### src/rtl/ram_pingpong_wr_arb.sv
// Ping-pong write-side arbiter for a dual-half RAM buffer.
// Two requesters stream bytes into the write port. The RAM is split into two
// halves. A granted requester fills a whole half before the next grant is made.
// Completed halves are announced to the read clock domain by a toggle. The
// reader hands a half back with its own toggle, and halves are released in the
// order they were filled.
module ram_pingpong_wr_arb #(
    parameter int RAM_DEPTH      = 64,
    parameter int RAM_ADDR_WIDTH = 6,
    parameter int RAM_DATA_WIDTH = 8,
    parameter int RAM_RD2WR      = 4
) (
    input  logic                      wr_clk,
    input  logic                      rst_n,
    input  logic                      s0_valid,
    input  logic [RAM_DATA_WIDTH-1:0] s0_data,
    output logic                      s0_ready,
    input  logic                      s1_valid,
    input  logic [RAM_DATA_WIDTH-1:0] s1_data,
    output logic                      s1_ready,
    output logic                      ram_wr_port_ena,
    output logic                      ram_wr_en,
    output logic [RAM_ADDR_WIDTH-1:0] ram_wr_addr,
    output logic [RAM_DATA_WIDTH-1:0] ram_wr_data,
    output logic                      buf_full_tgl,
    output logic                      buf_half,
    output logic                      buf_owner,
    input  logic                      rd_release_tgl,
    output logic [1:0]                buf_cnt,
    output logic                      rel_err
);

    // Half size. The depth is a power of two, so the write address is simply
    // {half index, offset within the half}.
    localparam int HALF  = RAM_DEPTH / 2;
    localparam int CNT_W = RAM_ADDR_WIDTH - 1;
    localparam logic [CNT_W-1:0] CNT_LAST = CNT_W'(HALF - 1);
    localparam logic [CNT_W-1:0] CNT_ONE  = CNT_W'(1);
    localparam logic [CNT_W-1:0] CNT_ZERO = CNT_W'(0);

    // Reject parameter sets that cannot form two equal power-of-two halves
    // readable in whole read-width words.
    if (RAM_DEPTH != (1 << RAM_ADDR_WIDTH)) begin : g_bad_depth
        $error("RAM_DEPTH must equal 2**RAM_ADDR_WIDTH");
    end
    if ((HALF % RAM_RD2WR) != 0) begin : g_bad_ratio
        $error("RAM_DEPTH/2 must be a multiple of RAM_RD2WR");
    end

    typedef enum logic [0:0] {
        ST_IDLE = 1'b0,
        ST_FILL = 1'b1
    } state_t;

    // Registered state
    state_t                    state_q,           state_d;
    logic                      grant_q,           grant_d;
    logic                      last_grant_q,      last_grant_d;
    logic [CNT_W-1:0]          cnt_q,             cnt_d;
    logic                      wr_half_q,         wr_half_d;
    logic                      rd_half_q,         rd_half_d;
    logic [1:0]                half_valid_q,      half_valid_d;
    logic                      ram_wr_en_q,       ram_wr_en_d;
    logic                      ram_wr_port_ena_q, ram_wr_port_ena_d;
    logic [RAM_ADDR_WIDTH-1:0] ram_wr_addr_q,     ram_wr_addr_d;
    logic [RAM_DATA_WIDTH-1:0] ram_wr_data_q,     ram_wr_data_d;
    logic                      buf_full_tgl_q,    buf_full_tgl_d;
    logic                      buf_half_q,        buf_half_d;
    logic                      buf_owner_q,       buf_owner_d;
    logic [1:0]                buf_cnt_q,         buf_cnt_d;
    logic                      rel_err_q,         rel_err_d;
    logic                      sync1_q,           sync1_d;
    logic                      sync2_q,           sync2_d;
    logic                      sync3_q,           sync3_d;

    // Combinational helpers
    logic                      hs_s;
    logic                      last_s;
    logic                      rel_edge_s;
    logic [RAM_DATA_WIDTH-1:0] sel_data_s;

    // A byte is accepted only from the granted requester while filling.
    assign hs_s       = (state_q == ST_FILL) && (grant_q ? s1_valid : s0_valid);
    assign last_s     = hs_s && (cnt_q == CNT_LAST);
    assign rel_edge_s = sync2_q ^ sync3_q;
    assign sel_data_s = grant_q ? s1_data : s0_data;

    // Ready is decoded from the registered state and grant, so it can only be high for one requester.
    assign s0_ready = (state_q == ST_FILL) && !grant_q;
    assign s1_ready = (state_q == ST_FILL) &&  grant_q;

    assign ram_wr_en       = ram_wr_en_q;
    assign ram_wr_port_ena = ram_wr_port_ena_q;
    assign ram_wr_addr     = ram_wr_addr_q;
    assign ram_wr_data     = ram_wr_data_q;
    assign buf_full_tgl    = buf_full_tgl_q;
    assign buf_half        = buf_half_q;
    assign buf_owner       = buf_owner_q;
    assign buf_cnt         = buf_cnt_q;
    assign rel_err         = rel_err_q;

    // Next-state logic for the arbiter FSM, the write port, the half bookkeeping and the release synchroniser.
    always_comb begin
        state_d           = state_q;
        grant_d           = grant_q;
        last_grant_d      = last_grant_q;
        cnt_d             = cnt_q;
        wr_half_d         = wr_half_q;
        rd_half_d         = rd_half_q;
        half_valid_d      = half_valid_q;
        ram_wr_en_d       = 1'b0;
        ram_wr_port_ena_d = 1'b0;
        ram_wr_addr_d     = ram_wr_addr_q;
        ram_wr_data_d     = ram_wr_data_q;
        buf_full_tgl_d    = buf_full_tgl_q;
        buf_half_d        = buf_half_q;
        buf_owner_d       = buf_owner_q;
        rel_err_d         = rel_err_q;
        sync1_d           = rd_release_tgl;
        sync2_d           = sync1_q;
        sync3_d           = sync2_q;

        // Arbitration: a grant is only made when the target half is free.
        // Once granted, the fill runs to the end of the half.
        case (state_q)
            ST_IDLE: begin
                if (!half_valid_q[wr_half_q] && (s0_valid || s1_valid)) begin
                    state_d = ST_FILL;
                    if (s0_valid && s1_valid) begin
                        grant_d = ~last_grant_q;
                    end else begin
                        grant_d = s1_valid;
                    end
                end else begin
                    state_d = ST_IDLE;
                end
            end
            ST_FILL: begin
                if (last_s) begin
                    state_d      = ST_IDLE;
                    last_grant_d = grant_q;
                end else begin
                    state_d = ST_FILL;
                end
            end
            default: begin
                state_d = ST_IDLE;
            end
        endcase

        // Write port: one registered write per accepted byte. Address and data hold otherwise.
        if (hs_s) begin
            ram_wr_en_d       = 1'b1;
            ram_wr_port_ena_d = 1'b1;
            ram_wr_addr_d     = {wr_half_q, cnt_q};
            ram_wr_data_d     = sel_data_s;
            if (last_s) begin
                cnt_d = CNT_ZERO;
            end else begin
                cnt_d = cnt_q + CNT_ONE;
            end
        end else begin
            ram_wr_en_d       = 1'b0;
            ram_wr_port_ena_d = 1'b0;
        end

        // Release from the reader frees the oldest filled half. With nothing
        // outstanding, the release is only flagged.
        if (rel_edge_s) begin
            if (half_valid_q == 2'b00) begin
                rel_err_d = 1'b1;
            end else begin
                half_valid_d[rd_half_q] = 1'b0;
                rd_half_d               = ~rd_half_q;
            end
        end else begin
            rel_err_d = rel_err_q;
        end

        // Completion publishes the half to the reader and moves on to the other half.
        if (last_s) begin
            half_valid_d[wr_half_q] = 1'b1;
            buf_full_tgl_d          = ~buf_full_tgl_q;
            buf_half_d              = wr_half_q;
            buf_owner_d             = grant_q;
            wr_half_d               = ~wr_half_q;
        end else begin
            buf_full_tgl_d = buf_full_tgl_q;
        end

        buf_cnt_d = {1'b0, half_valid_d[0]} + {1'b0, half_valid_d[1]};
    end

    // State register with synchronous active-low reset.
    always_ff @(posedge wr_clk) begin
        if (!rst_n) begin
            state_q           <= ST_IDLE;
            grant_q           <= 1'b0;
            last_grant_q      <= 1'b1;
            cnt_q             <= CNT_ZERO;
            wr_half_q         <= 1'b0;
            rd_half_q         <= 1'b0;
            half_valid_q      <= 2'b00;
            ram_wr_en_q       <= 1'b0;
            ram_wr_port_ena_q <= 1'b0;
            ram_wr_addr_q     <= {RAM_ADDR_WIDTH{1'b0}};
            ram_wr_data_q     <= {RAM_DATA_WIDTH{1'b0}};
            buf_full_tgl_q    <= 1'b0;
            buf_half_q        <= 1'b0;
            buf_owner_q       <= 1'b0;
            buf_cnt_q         <= 2'd0;
            rel_err_q         <= 1'b0;
            sync1_q           <= 1'b0;
            sync2_q           <= 1'b0;
            sync3_q           <= 1'b0;
        end else begin
            state_q           <= state_d;
            grant_q           <= grant_d;
            last_grant_q      <= last_grant_d;
            cnt_q             <= cnt_d;
            wr_half_q         <= wr_half_d;
            rd_half_q         <= rd_half_d;
            half_valid_q      <= half_valid_d;
            ram_wr_en_q       <= ram_wr_en_d;
            ram_wr_port_ena_q <= ram_wr_port_ena_d;
            ram_wr_addr_q     <= ram_wr_addr_d;
            ram_wr_data_q     <= ram_wr_data_d;
            buf_full_tgl_q    <= buf_full_tgl_d;
            buf_half_q        <= buf_half_d;
            buf_owner_q       <= buf_owner_d;
            buf_cnt_q         <= buf_cnt_d;
            rel_err_q         <= rel_err_d;
            sync1_q           <= sync1_d;
            sync2_q           <= sync2_d;
            sync3_q           <= sync3_d;
        end
    end

endmodule

### config.mk
export PLATFORM = sky130hd
export DESIGN_NAME = ram_pingpong_wr_arb
export DESIGN_NICKNAME = d
export VERILOG_FILES = /design/src/rtl/ram_pingpong_wr_arb.sv
export SDC_FILE = /design/constraint.sdc
export NUM_CORES = 1
export LEC_CHECK = 0
export CAP_MARGIN = 20
export CORE_MARGIN = 4
export CORE_UTILIZATION = 35
export DETAILED_ROUTE_END_ITERATION = 10
export PLACE_DENSITY = 0.71
export SLEW_MARGIN = 10
export SYNTH_ARGS = -nofsm -noshare
export SYNTH_HDL_FRONTEND = slang
export SYNTH_SLANG_ARGS = --single-unit
### constraint.sdc
create_clock -name wr_clk -period 2.4 [get_ports wr_clk]
set_input_delay 0.24 -clock wr_clk [delete_from_list [all_inputs] [get_ports wr_clk]]
set_output_delay 0.24 -clock wr_clk [all_outputs]
set_load 0.005 [all_outputs]
=== Yosys cells after proc, flatten, opt, wreduce, memory -nomap -nowiden ===
Index checks and enable logic that the tools add are counted.

* Register bits: 36
* Latch bits: 0
* Bits in writable memories: 0
* Bits in read-only memories: 0
* Input port bits: 21
* Word-level logic and storage cells: 68
* Memories: 0

* $add $sub $neg: 2
* $mul: 0
* Div/mod/pow operators: 0
* Magnitude comparators: 4
* Equal/unequal tests: 1
* Shift-type cells: 0
* Mux-type cells: 17
* Bitwise gates (word level): 10
* Reductions and logical operators: 16

{| class="wikitable"
|+ Operator list
! kind !! count
|-
| $mux W1 || 9
|-
| $logic_and A1 B1 Y1 || 8
|-
| $mux W8 || 1
|-
| $reduce_and A2 Y1 || 4
|-
| $mux W2 || 3
|-
| $not A1 Y1 || 6
|-
| $add A5 B1 Y5 const B || 1
|-
| $eq A5 B5 Y1 const B || 1
|-
| $mux W5 || 1
|-
| $lt A1 B2 Y1 const B || 2
|-
| $add A1 B1 Y2 || 1
|-
| $and A2 B2 Y2 || 1
|-
| $demux W1 S1 || 2
|-
| $ge A1 B1 Y1 const B || 2
|-
| $logic_not A1 Y1 || 2
|-
| $logic_not A2 Y1 || 1
|-
| $not A2 Y2 || 1
|-
| $or A2 B2 Y2 || 1
|-
| $pmux W1 S2 || 1
|-
| $logic_or A1 B1 Y1 || 1
|-
| $xor A1 B1 Y1 || 1
|}

=== Longest topological paths before layout ===
* Depth in word-level cells: 11
* Gate-level depth with buffers: 8
* Depth with buffers taken out: 8

=== Least setup slack after synthesis ===
No wires, ideal clock.

* Path type: reg-to-reg
* From: register cnt_q[0]
* To: register buf_cnt_q[0] (netlist: buf_cnt[0])
* Library setup time: 0.115 ns
* Data arrival time: 1.891 ns
* Setup slack: 0.394 ns
* Stages on the path, launching flop included: 9
* Buffers on the path: 0
* Clock period less this slack: 2.006 ns
* Cell sequence: dfxtp_1 ha_1 and3_1 ha_1 inv_1 nor3_1 a21o_1 ha_1 and2_1

* Cells in the longest elaborated chain, start to end: 4

{| class="wikitable"
|+ Ends and longest elaborated chain
! item !! line !! source
|-
| start: declaration || 59 || <nowiki>logic [CNT_W-1:0] cnt_q, cnt_d;</nowiki>
|-
| start signal: assignment || 220 || <nowiki>cnt_q <= cnt_d;</nowiki>
|-
| $eq A5 B5 Y1 || 84 || <nowiki>assign last_s = hs_s && (cnt_q == CNT_LAST);</nowiki>
|-
| $logic_and A1 B1 Y1 || 84 ||
|-
| $mux W2 || 181 || <nowiki>if (last_s) begin</nowiki>
|-
| net half_valid_d[1] || 62 || <nowiki>logic [1:0] half_valid_q, half_valid_d;</nowiki>
|-
| $add A1 B1 Y2 || 191 || <nowiki>buf_cnt_d = {1'b0, half_valid_d[0]} + {1'b0, half_valid_d[1]};</nowiki>
|-
| net buf_cnt_d[0] || 70 || <nowiki>logic [1:0] buf_cnt_q, buf_cnt_d;</nowiki>
|-
| end signal: assignment || 231 || <nowiki>buf_cnt_q <= buf_cnt_d;</nowiki>
|-
| end: declaration || 70 ||
|}

The timed path passes the listed nets, and every way through them passes these cells.
A chain may end at the register's enable or synchronous reset.

=== Worst setup path after layout ===
Ends and elaborated chain as after synthesis.

==> key figures <==
Pwr
  – LEAKAGE: ~0.76 nW
  – Pwr dens: roughly 600 mW/mm^2
  – Worst IR Drop VDD: 0.368 mV

Clocking
  – Clk sinks: 36
  – Post-cts sizing count: 0
  – CTS tree: built
  – Reg clk slew, reported paths: 0.07 ns
  – Clock latency on the worst-skew pair: 0.28 ns
  – Number of buffers created by CTS: 5
  – H-tree depth: 2
  – Post-CTS setup buffers: 0
  – CTS max path bufs: 2
  – Clk root buf: clkbuf_8
  – Hold Buf Count CTS: 0

Final layout
  – Fin util: 0.510
  – FF+latch area: between 700 and 800 sq um
  – Fillcell total: between 400 and 500
  – Most common cell after layout, fill and taps aside: clkdlybuf4s50_1
  – Antenna diodes: 0
  – Nets: approximately 240
  – Layout cells sized above 1: 0.0708
  – Multi-input combinational cell area: 741 sq um
  – Area Overhead vs Synth: 36.6%
  – Most frequent cells in the layout: 44 x clkdlybuf4s50_1, 36 x dfxtp_1, 21 x a21oi_1

STA
  – FMAX: about 500 MHz
  – Final min period: ~2 ns
  – Pins Over Slew Limit: 0
  – Skew final: between 0.001 and 0.0015 ns
  – TNS Setup: 0 ns
  – Final hold violation count: 0
  – RSZ-0062 raised after global routing: no
  – Final setup violation count: 0
  – Relative slew margins: 0.481
  – Setup WS post-layout: 0.367 ns
  – Worst Tran Pin Value: 0.777 ns
  – Hold slack final: 0.438 ns
  – Final period util: 0.847

Route
  – Antenna-violating nets left: 0
  – Drt drc: 0
  – Vias: 1365
  – Drt first pass iters: 4
  – DR vias/cell: 5.21
  – Drt total wl: 3410 microns
  – Routed length per instance: 13.0 microns
  – First DRT Iteration DRCs: between 70 and 80

Synthesis
  – Compound-Gate Fraction of Synth Area: 0.223
  – Synth Warn #: 0
  – Sequential fraction of the synthesis area: 0.466
  – Mux contribution to synthesized area: 0.0833
  – Simple-Gate Fraction of Synth Area: 0.142
  – Async set-reset flop share out of synthesis: 0
  – Number of distinct library cells after synthesis: 36
  – Post-synth EDFFs: 0
  – Mapped Cells: between 150 and 200
  – Yosys reg bits: 36
  – Mapped cell area: 0.00155 sq mm
  – Ys flop type: dfxtp_1
  – XOR/XNOR Fraction of Synth Area: 0.00566
  – Mapped Avg Cell Area: 9.27 sq um
  – Post-Synth Adder-Cell Area: 0.0243
  – Largest family of logic cells by synthesized area: compound AO/OA/AOI/OAI gates
  – Post-Synthesis Net Count: 191

Place
  – HPWL Detailed: 2420 microns
  – DP Worst Slack: roughly 0.38 ns
  – Routability cong.: 0.842
  – Input/output buffers: 44

Setup path
  – Critical Path RT: 2.58 ns
  – Crit end category: register
  – Critical path arrival: 2.22 ns
  – Crit start category: register
  – Crit path max fanout: 7
  – Setup Crit Path Kind: register to register

Floorplanning
  – Row count: 23
  – Starting Density: 0.373
  – Die area: 0.00555 sq mm
  – Core ar.: 0.00414 sq mm
  – Die width: 74.5 microns
  – Die Span Y: 74.5 microns
  – Io pins: 45

Global routing
  – Remaining Overflow, GRT: 0
  – Initial antenna violation count: 0
  – Largest net degree at the start of global routing: 26
  – GRT Total Usage: 0.136
  – Vias in the first global route: 1259
  – Wire length of the first global-routing pass: around 5600 microns

Hold path
  – Worst hold path type: register to register

Job
  – Max Cap Viol: 0

Run status
  – Status: complete, no violations
[layer usage]
metal	up-vias	routed length, microns	global-route usage
li1	695	-	-
met1	622	1560	0.164
met2	42	1490	0.206
met3	6	269	0.0500
met4	0	86	0.0791
met5	-	0	0
[cells in the mapped netlist, types with 3 or more instances]
library cell	instances	area [sq um]
a211oi_1	8	60.1
a21oi_1	21	105
and2_1	6	37.5
buf_2	3	15.0
buf_4	3	22.5
clkbuf_1	5	18.8
dfxtp_1	36	721
ha_1	3	37.5
inv_1	3	11.3
mux2i_1	10	100
nand2_1	5	18.8
nand3_1	10	50.1
nand4_1	4	25.0
nor2_1	4	15.0
nor2b_1	3	18.8
nor3_1	3	15.0
o21ai_0	14	70.1
o31ai_1	3	22.5
[registers in the layout, indices dropped and copies added (netlist names), 2 cells and up]
| register | cells |
|---|---|
| ram_wr_data | 8 |
| ram_wr_addr | 6 |
| cnt_q | 5 |
| buf_cnt | 2 |
| half_valid_q | 2 |
[cell type report]
cell class,count,area share
multi-input combinational,114,0.350
clock buffer,8,0.0426
inverter,4,0.00710
tap,50,0.0296
timing repair buffer,50,0.230
sequential,36,0.341
[power by group]
| part | internal [mW] | switching [mW] | leakage [nW] | total [mW] |
|---|---|---|---|---|
| clock | 0.234 | 0.199 | 0.0455 | 0.433 |
| combinational | 0.109 | 0.0972 | 0.421 | 0.206 |
| sequential | 0.623 | 0.0159 | 0.293 | 0.639 |
| total | 0.966 | 0.312 | 0.759 | 1.28 |
[cell families after synthesis]
family | after synthesis
AOI/OAI and AO/OA | 57
and+or+nand+nor | 41
DFF | 36
buffers and inverters | 17
muxes | 12
adders and majority gates | 3
xor gates and xnor gates | 1
[worst max-delay path, stage by stage, from the launching register on]
cell and delay [ns]:
dfxtp_1 0.40, ha_1 0.19, and3_1 0.16, ha_1 0.28
inv_1 0.14, nor3_1 0.25, a21o_1 0.15, ha_1 0.21
and2_1 0.15
[path summary, 6_finish.rpt]
check             startpoint         end  slack [ns]  cells after the start
hold reg to reg      sync1_q     sync2_q        0.44                      1
setup reg to reg    cnt_q[0]  buf_cnt[0]        0.37                      8
setup / recovery    cnt_q[0]  buf_cnt[0]        0.37                      8
hold / removal       sync1_q     sync2_q        0.44                      1
[through the flow]
step           cell area, sq um  total power [mW]  cells
6_report                   2110              1.28    262
4_1_cts                    2110              1.30    262
2_1_floorplan              1550             0.760    167
3_5_place_dp               2020             0.861    254
5_1_grt                    2110              1.35    262
3_3_place_gp               2020             0.859    254
No activity file was read; power rests on OpenSTA's default activity.
